==> src/rtl/rv_ctrl_pkg.sv <==
// Shared types and RV32I opcode constants for the multicycle sequencer.
package rv_ctrl_pkg;

  typedef enum logic [2:0] {FETCH, DECODE, EXEC, MEM, WB, TRAP, HALT} state_e;

  localparam logic [6:0] OpcodeLui    = 7'b0110111;
  localparam logic [6:0] OpcodeAuipc  = 7'b0010111;
  localparam logic [6:0] OpcodeJal    = 7'b1101111;
  localparam logic [6:0] OpcodeJalr   = 7'b1100111;
  localparam logic [6:0] OpcodeBranch = 7'b1100011;
  localparam logic [6:0] OpcodeLoad   = 7'b0000011;
  localparam logic [6:0] OpcodeStore  = 7'b0100011;
  localparam logic [6:0] OpcodeOpImm  = 7'b0010011;
  localparam logic [6:0] OpcodeOp     = 7'b0110011;
  localparam logic [6:0] OpcodeFence  = 7'b0001111;
  localparam logic [6:0] OpcodeSystem = 7'b1110011;

  localparam int unsigned WAIT_W = 8;

  typedef enum logic [1:0] {PcPlus4 = 2'b00, PcBranch = 2'b01, PcJalr = 2'b10} pc_src_e;
  typedef enum logic [1:0] {WbAlu = 2'b00, WbMem = 2'b01, WbPc4 = 2'b10} wb_sel_e;
  typedef enum logic [1:0] {
    CauseNone    = 2'b00,
    CauseIllegal = 2'b01,
    CauseBus     = 2'b10,
    CauseTimeout = 2'b11
  } trap_cause_e;

  function automatic logic is_rv32i(input logic [6:0] op);
    case (op)
      OpcodeLui, OpcodeAuipc, OpcodeJal, OpcodeJalr, OpcodeBranch, OpcodeLoad,
      OpcodeStore, OpcodeOpImm, OpcodeOp, OpcodeFence, OpcodeSystem: return 1'b1;
      default: return 1'b0;
    endcase
  endfunction

endpackage

==> src/rtl/mem_wait_timer.sv <==
// Counts memory wait cycles; flags when the next idle cycle would exceed the timeout.
module mem_wait_timer import rv_ctrl_pkg::*; #(
  parameter int unsigned MEM_TIMEOUT = 255
) (
  input  logic clk,
  input  logic rst_n,
  input  logic clear_i,
  input  logic count_i,
  output logic limit_o
);

  localparam logic [WAIT_W-1:0] Limit = WAIT_W'(MEM_TIMEOUT - 1);

  logic [WAIT_W-1:0] wait_cnt_q, wait_cnt_d;

  always_comb begin
    wait_cnt_d = wait_cnt_q;
    if (clear_i) begin
      wait_cnt_d = '0;
    end else if (count_i) begin
      wait_cnt_d = wait_cnt_q + 1'b1;
    end
  end

  always_ff @(posedge clk) begin
    if (!rst_n) begin
      wait_cnt_q <= '0;
    end else begin
      wait_cnt_q <= wait_cnt_d;
    end
  end

  assign limit_o = (wait_cnt_q == Limit);

endmodule

==> src/rtl/multicycle_seq_ctrl.sv <==
// Multicycle FETCH/DECODE/EXEC/MEM/WB sequencer sharing one memory port between
// instruction fetch and load/store.
module multicycle_seq_ctrl import rv_ctrl_pkg::*; #(
  parameter int unsigned MEM_TIMEOUT = 255,
  parameter int unsigned INSTRET_W   = 32
) (
  input  logic                 clk,
  input  logic                 rst_n,
  input  logic [6:0]           opcode,
  input  logic                 rd_zero,
  input  logic                 branch_taken,
  input  logic                 mem_ready,
  input  logic                 mem_err,
  output logic                 mem_req,
  output logic                 mem_we,
  output logic                 mem_sel_data,
  output logic                 ir_we,
  output logic                 pc_we,
  output logic [1:0]           pc_src,
  output logic                 reg_we,
  output logic [1:0]           wb_sel,
  output logic                 trap,
  output logic [1:0]           trap_cause,
  output logic                 halted,
  output logic [INSTRET_W-1:0] instret
);

  localparam logic [INSTRET_W-1:0] InstretOne = {{(INSTRET_W-1){1'b0}}, 1'b1};

  state_e      state_q, state_d;
  trap_cause_e cause_q, cause_d;
  pc_src_e     pc_src_v;
  wb_sel_e     wb_sel_v;

  logic [INSTRET_W-1:0] instret_q;
  logic                 retire;
  logic                 wait_en;
  logic                 wait_limit;
  logic                 timeout;

  assign wait_en = ((state_q == FETCH) || (state_q == MEM)) && !mem_ready;
  assign timeout = wait_en && wait_limit;

  mem_wait_timer #(
    .MEM_TIMEOUT(MEM_TIMEOUT)
  ) u_mem_wait_timer (
    .clk    (clk),
    .rst_n  (rst_n),
    .clear_i(state_d != state_q),
    .count_i(wait_en),
    .limit_o(wait_limit)
  );

  always_comb begin
    state_d      = state_q;
    cause_d      = cause_q;
    mem_req      = 1'b0;
    mem_we       = 1'b0;
    mem_sel_data = 1'b0;
    ir_we        = 1'b0;
    pc_we        = 1'b0;
    reg_we       = 1'b0;
    retire       = 1'b0;
    pc_src_v     = PcPlus4;
    wb_sel_v     = WbAlu;
    trap         = 1'b0;
    trap_cause   = 2'b00;
    halted       = 1'b0;

    // Outputs are forced quiet while reset is held so nothing half-issued escapes.
    if (!rst_n) begin
      state_d = FETCH;
      cause_d = CauseNone;
    end else begin
      trap       = (state_q == TRAP);
      halted     = (state_q == HALT);
      trap_cause = cause_q;
      unique case (state_q)
        FETCH: begin
          mem_req = 1'b1;
          if (mem_ready) begin
            if (mem_err) begin
              state_d = TRAP;
              cause_d = CauseBus;
            end else begin
              ir_we   = 1'b1;
              state_d = DECODE;
            end
          end else if (timeout) begin
            state_d = TRAP;
            cause_d = CauseTimeout;
          end
        end
        DECODE: begin
          if (opcode == OpcodeSystem) begin
            state_d = HALT;
          end else if (!is_rv32i(opcode)) begin
            state_d = TRAP;
            cause_d = CauseIllegal;
          end else begin
            state_d = EXEC;
          end
        end
        EXEC: begin
          case (opcode)
            OpcodeBranch: begin
              pc_we    = 1'b1;
              pc_src_v = branch_taken ? PcBranch : PcPlus4;
              retire   = 1'b1;
              state_d  = FETCH;
            end
            OpcodeFence: begin
              pc_we   = 1'b1;
              retire  = 1'b1;
              state_d = FETCH;
            end
            OpcodeLoad, OpcodeStore: state_d = MEM;
            default:                 state_d = WB;
          endcase
        end
        MEM: begin
          mem_req      = 1'b1;
          mem_sel_data = 1'b1;
          mem_we       = (opcode == OpcodeStore);
          if (mem_ready) begin
            if (mem_err) begin
              state_d = TRAP;
              cause_d = CauseBus;
            end else if (opcode == OpcodeStore) begin
              pc_we   = 1'b1;
              retire  = 1'b1;
              state_d = FETCH;
            end else begin
              state_d = WB;
            end
          end else if (timeout) begin
            state_d = TRAP;
            cause_d = CauseTimeout;
          end
        end
        WB: begin
          reg_we  = !rd_zero;
          pc_we   = 1'b1;
          retire  = 1'b1;
          state_d = FETCH;
          case (opcode)
            OpcodeLoad:          wb_sel_v = WbMem;
            OpcodeJal:           begin wb_sel_v = WbPc4; pc_src_v = PcBranch; end
            OpcodeJalr:          begin wb_sel_v = WbPc4; pc_src_v = PcJalr;   end
            default:             wb_sel_v = WbAlu;
          endcase
        end
        TRAP, HALT: ;
        default: state_d = FETCH;
      endcase
    end
  end

  assign pc_src = pc_src_v;
  assign wb_sel = wb_sel_v;
  assign instret = instret_q;

  always_ff @(posedge clk) begin
    if (!rst_n) begin
      state_q   <= FETCH;
      cause_q   <= CauseNone;
      instret_q <= '0;
    end else begin
      state_q <= state_d;
      cause_q <= cause_d;
      if (retire) begin
        instret_q <= instret_q + InstretOne;
      end
    end
  end

endmodule

==> config.mk <==
export PLATFORM = sky130hd
export DESIGN_NAME = multicycle_seq_ctrl
export DESIGN_NICKNAME = d
export VERILOG_FILES = /design/src/rtl/rv_ctrl_pkg.sv /design/src/rtl/mem_wait_timer.sv /design/src/rtl/multicycle_seq_ctrl.sv
export SDC_FILE = /design/constraint.sdc
export NUM_CORES = 1
export LEC_CHECK = 0
export CAP_MARGIN = 5
export CORE_UTILIZATION = 30
export DETAILED_ROUTE_END_ITERATION = 8
export DONT_BUFFER_PORTS = 1
export GPL_TIMING_DRIVEN = 0
export HOLD_SLACK_MARGIN = 0.1
export PLACE_DENSITY = 0.46
export SKIP_LAST_GASP = 1
export SYNTH_ARGS = -nofsm -noshare
export SYNTH_HDL_FRONTEND = slang
export SYNTH_SLANG_ARGS = --single-unit
==> constraint.sdc <==
create_clock -name clk -period 3.9 [get_ports clk]
set_input_delay 0.39 -clock clk [delete_from_list [all_inputs] [get_ports clk]]
set_output_delay 0.39 -clock clk [all_outputs]
set_load 0.01 [all_outputs]
==> key figures <==
Final layout
  • Final nets: 352
  • ANT cells: 0
  • Layout cells sized above 1: 8.61%
  • Filler instances: ~950
  • Most frequent cells in the layout: 45 x dfxtp_1, 30 x nand2_1, 26 x nor3_1
  • Commonest non-fill, non-tap cell in the layout: dfxtp_1
  • Syn-to-layout area delta: 8.12%

Clocking
  • CTS Buf Count: 5
  • Cts hold-fix bufs: 0
  • CTS max path bufs: 2
  • Root Driver: clkbuf_8
  • Worst skew pair latency: 300 ps
  • Setup repair bufs after CTS: 0
  • Htree depth: 2
  • CTS tree: built
  • Post_cts resized: 0
  • Clock slew at reported path FFs: 90 ps
  • CTS Sinks: 45

Floorplanning
  • I/O Pins: a little under 60
  • Starting density of the core: 31.1%
  • Core area: 8810 sq um
  • Die Span Y: 97.6 um
  • Die Area: 9530 sq um
  • Std-Cell Rows: 34
  • Die X: 97.6 um

Critical path
  • Reg-to-Reg Start: instret[5]$_SDFFE_PN0P_
  • R2r setup slk: roughly 1700 ps
  • Worst Setup Path Type: reg -> out
  • Crit end category: output pin
  • Critical Path RT: 3510 ps
  • CP max FO: 10
  • CP arrival: 2050 ps
  • Worst r2r path cells: 6
  • FF-to-FF End: instret[31]$_SDFFE_PN0P_
  • Setup crit start kind: flip-flop

Placement
  • Placer Congestion: around 0.84
  • Number of port buffers: 0
  • Detailed placer's ending HPWL: 5230 um

Global route
  • Vias in the first global route: 2,339
  • Initial antenna violation count: 0
  • Largest net degree at the start of global routing: 15
  • Global-route wire length before repair: 12,100 um
  • Total Routing Usage GR: 15.7%
  • Gr ovfl total: 0

Detailed routing
  • Vias post-DR: 2,394
  • 1st-iter DRT viols: a little under 70
  • Routed WL: 7100 um
  • Post-route ant nets: 0
  • DR vias/cell: about 5.4
  • Avg WL per Cell: 16.0 um
  • DRC Markers: 10
  • First-pass detailed-route iteration total: 8

Status
  • Failing checks: design-rule violations
  • Outcome: finished, violations left

STA
  • Setup_tns: 0 ps
  • Worst Clk Skew: 10.3 ps
  • Slew Limit Fails: 0
  • Final setup viols: 0
  • Fin. Hold Viols: 0
  • WHS: 311 ps
  • Worst slew pin tran: between 600 and 700 ps
  • RSZ-0062 raised after global routing: false
  • Crit share post-route: around 63%
  • Max-slew headroom: 53.8%
  • Final min period: 2440 ps
  • Highest clock rate: 410 MHz

Logic synthesis
  • Post-synth EDFFs: 0
  • Ys async rst share: 0%
  • Net count after synthesis: 345
  • Sequential share of the synthesized area: 32.8%
  • Syn avg cell area: 8.34 sq um
  • Synth Instances: 329
  • Distinct cells, synth: 60
  • Synth warn: 0
  • Post-synth top flop: dfxtp_1
  • Area of the mapped netlist: ~2700 sq um
  • Synth Register Bits: between 40 and 50

Power and ir drop
  • Leakage: 1.13 nW
  • Pwr/cell area: just under 300 nW/um^2
  • Worst VDD drop: 0.000136 V

Worst hold path
  • Hold path cells: 2
  • Worst Hold Endpoint: cause_q[0]$_SDFFE_PN0P_
  • Hold Path Class: in -> reg
  • HP Start: mem_ready

Flow run
  • Max-cap violations: 0
## worst max path at each step
stage	end	start	slack, ps
finish	pc_we	state_q[2]$_SDFF_PN0_	1460
global route	pc_src[0]	state_q[1]$_SDFF_PN0_	1320
CTS	pc_we	state_q[2]$_SDFF_PN0_	1400
detailed placement	instret[7]$_SDFFE_PN0P_	opcode[2]	1520
global placement	instret[31]$_SDFFE_PN0P_	opcode[2]	1490
floorplan	u_mem_wait_timer.wait_cnt_q[1]$_SDFFE_PP0P_	opcode[2]	1860
## per-layer routing
metal	vias to the layer above	track usage [%]	routed length [um]
li1	1194	-	-
met5	-	0	0
met3	6	3.74	380
met4	0	4.20	60
met2	54	25.9	3350
met1	1140	20.3	3310
## cell type report
type | count | area, sq um | share of cell area (%)
Tap cell | 108 | 135 | 4.56
Clock buffer | 6 | 72.6 | 2.45
Clock inverter | 2 | 15.0 | 0.506
Buffer | 20 | 98.8 | 3.33
Inverter | 5 | 18.8 | 0.633
Multi-Input combinational cell | 259 | 1720 | 58.1
Sequential cell | 45 | 901 | 30.4
## registers in the layout, indices dropped and copies added, names as in the netlist
name	cells
state_q	3
instret	32
u_mem_wait_timer.wait_cnt_q	8
cause_q	2
## logic make-up after synthesis
logic type | count (synthesis) | synth area share [%]
buffers and inverters | 25 | 4.29
muxes | 6 | 2.19
xor gates and xnor gates | 33 | 10.5
AOI/OAI and AO/OA | 41 | 12.0
adders and majority gates | 3 | 1.37
DFF | 45 | 32.8
and+or+nand+nor | 176 | 36.8
## synthesized netlist by cell type (2+ instances only)
library cell	n	share of area [%]
clkbuf_1	9	1.2
nor4_1	4	0.91
o21a_1	2	0.55
and3_1	9	2.1
dfxtp_1	45	33
nor2_1	13	1.8
nor2b_1	9	2.1
nand4_1	19	4.3
and2_1	25	5.7
nand2_1	30	4.1
o21ai_0	9	1.6
or3_1	3	0.68
nand3_1	17	3.1
mux2i_1	6	2.2
ha_1	3	1.4
nor3_2	2	0.73
o311a_1	2	0.73
nor3b_1	2	0.55
a21boi_1	2	0.55
nor4bb_1	3	1.1
o21ai_1	2	0.36
nor3_1	26	4.7
and4_1	3	0.96
buf_4	2	0.55
a31oi_1	4	0.91
nand2b_1	2	0.46
inv_1	4	0.55
a21oi_1	4	0.73
buf_2	6	1.1
xnor2_1	9	2.9
xor2_1	24	7.7
## through the flow
stage	area, sq um	worst slack [ps]	std cells	util (%)	total power [mW]
after detailed placement	2880	1520	437	32.7	0.600
after CTS	2970	1400	445	33.7	0.900
after floorplan	2740	1860	329	-	0.571
after global placement	2880	1490	437	32.7	0.599
final	2970	1460	445	33.7	0.883
after global routing	2970	1320	445	33.7	0.931
## critical path, stage by stage, from the launching register on
cell      delay [ps]
dfxtp_1          310
buf_2            210
and4b_1          280
and4_4           230
a211oi_4         450
inv_2             60
buf_2            220
## report_power, final
part	switching (mW)	internal, mW
clock	0.168	0.127
combinational	0.0764	0.0397
sequential	0.00581	0.466
Note: power is estimated with default switching activity, not from simulation.
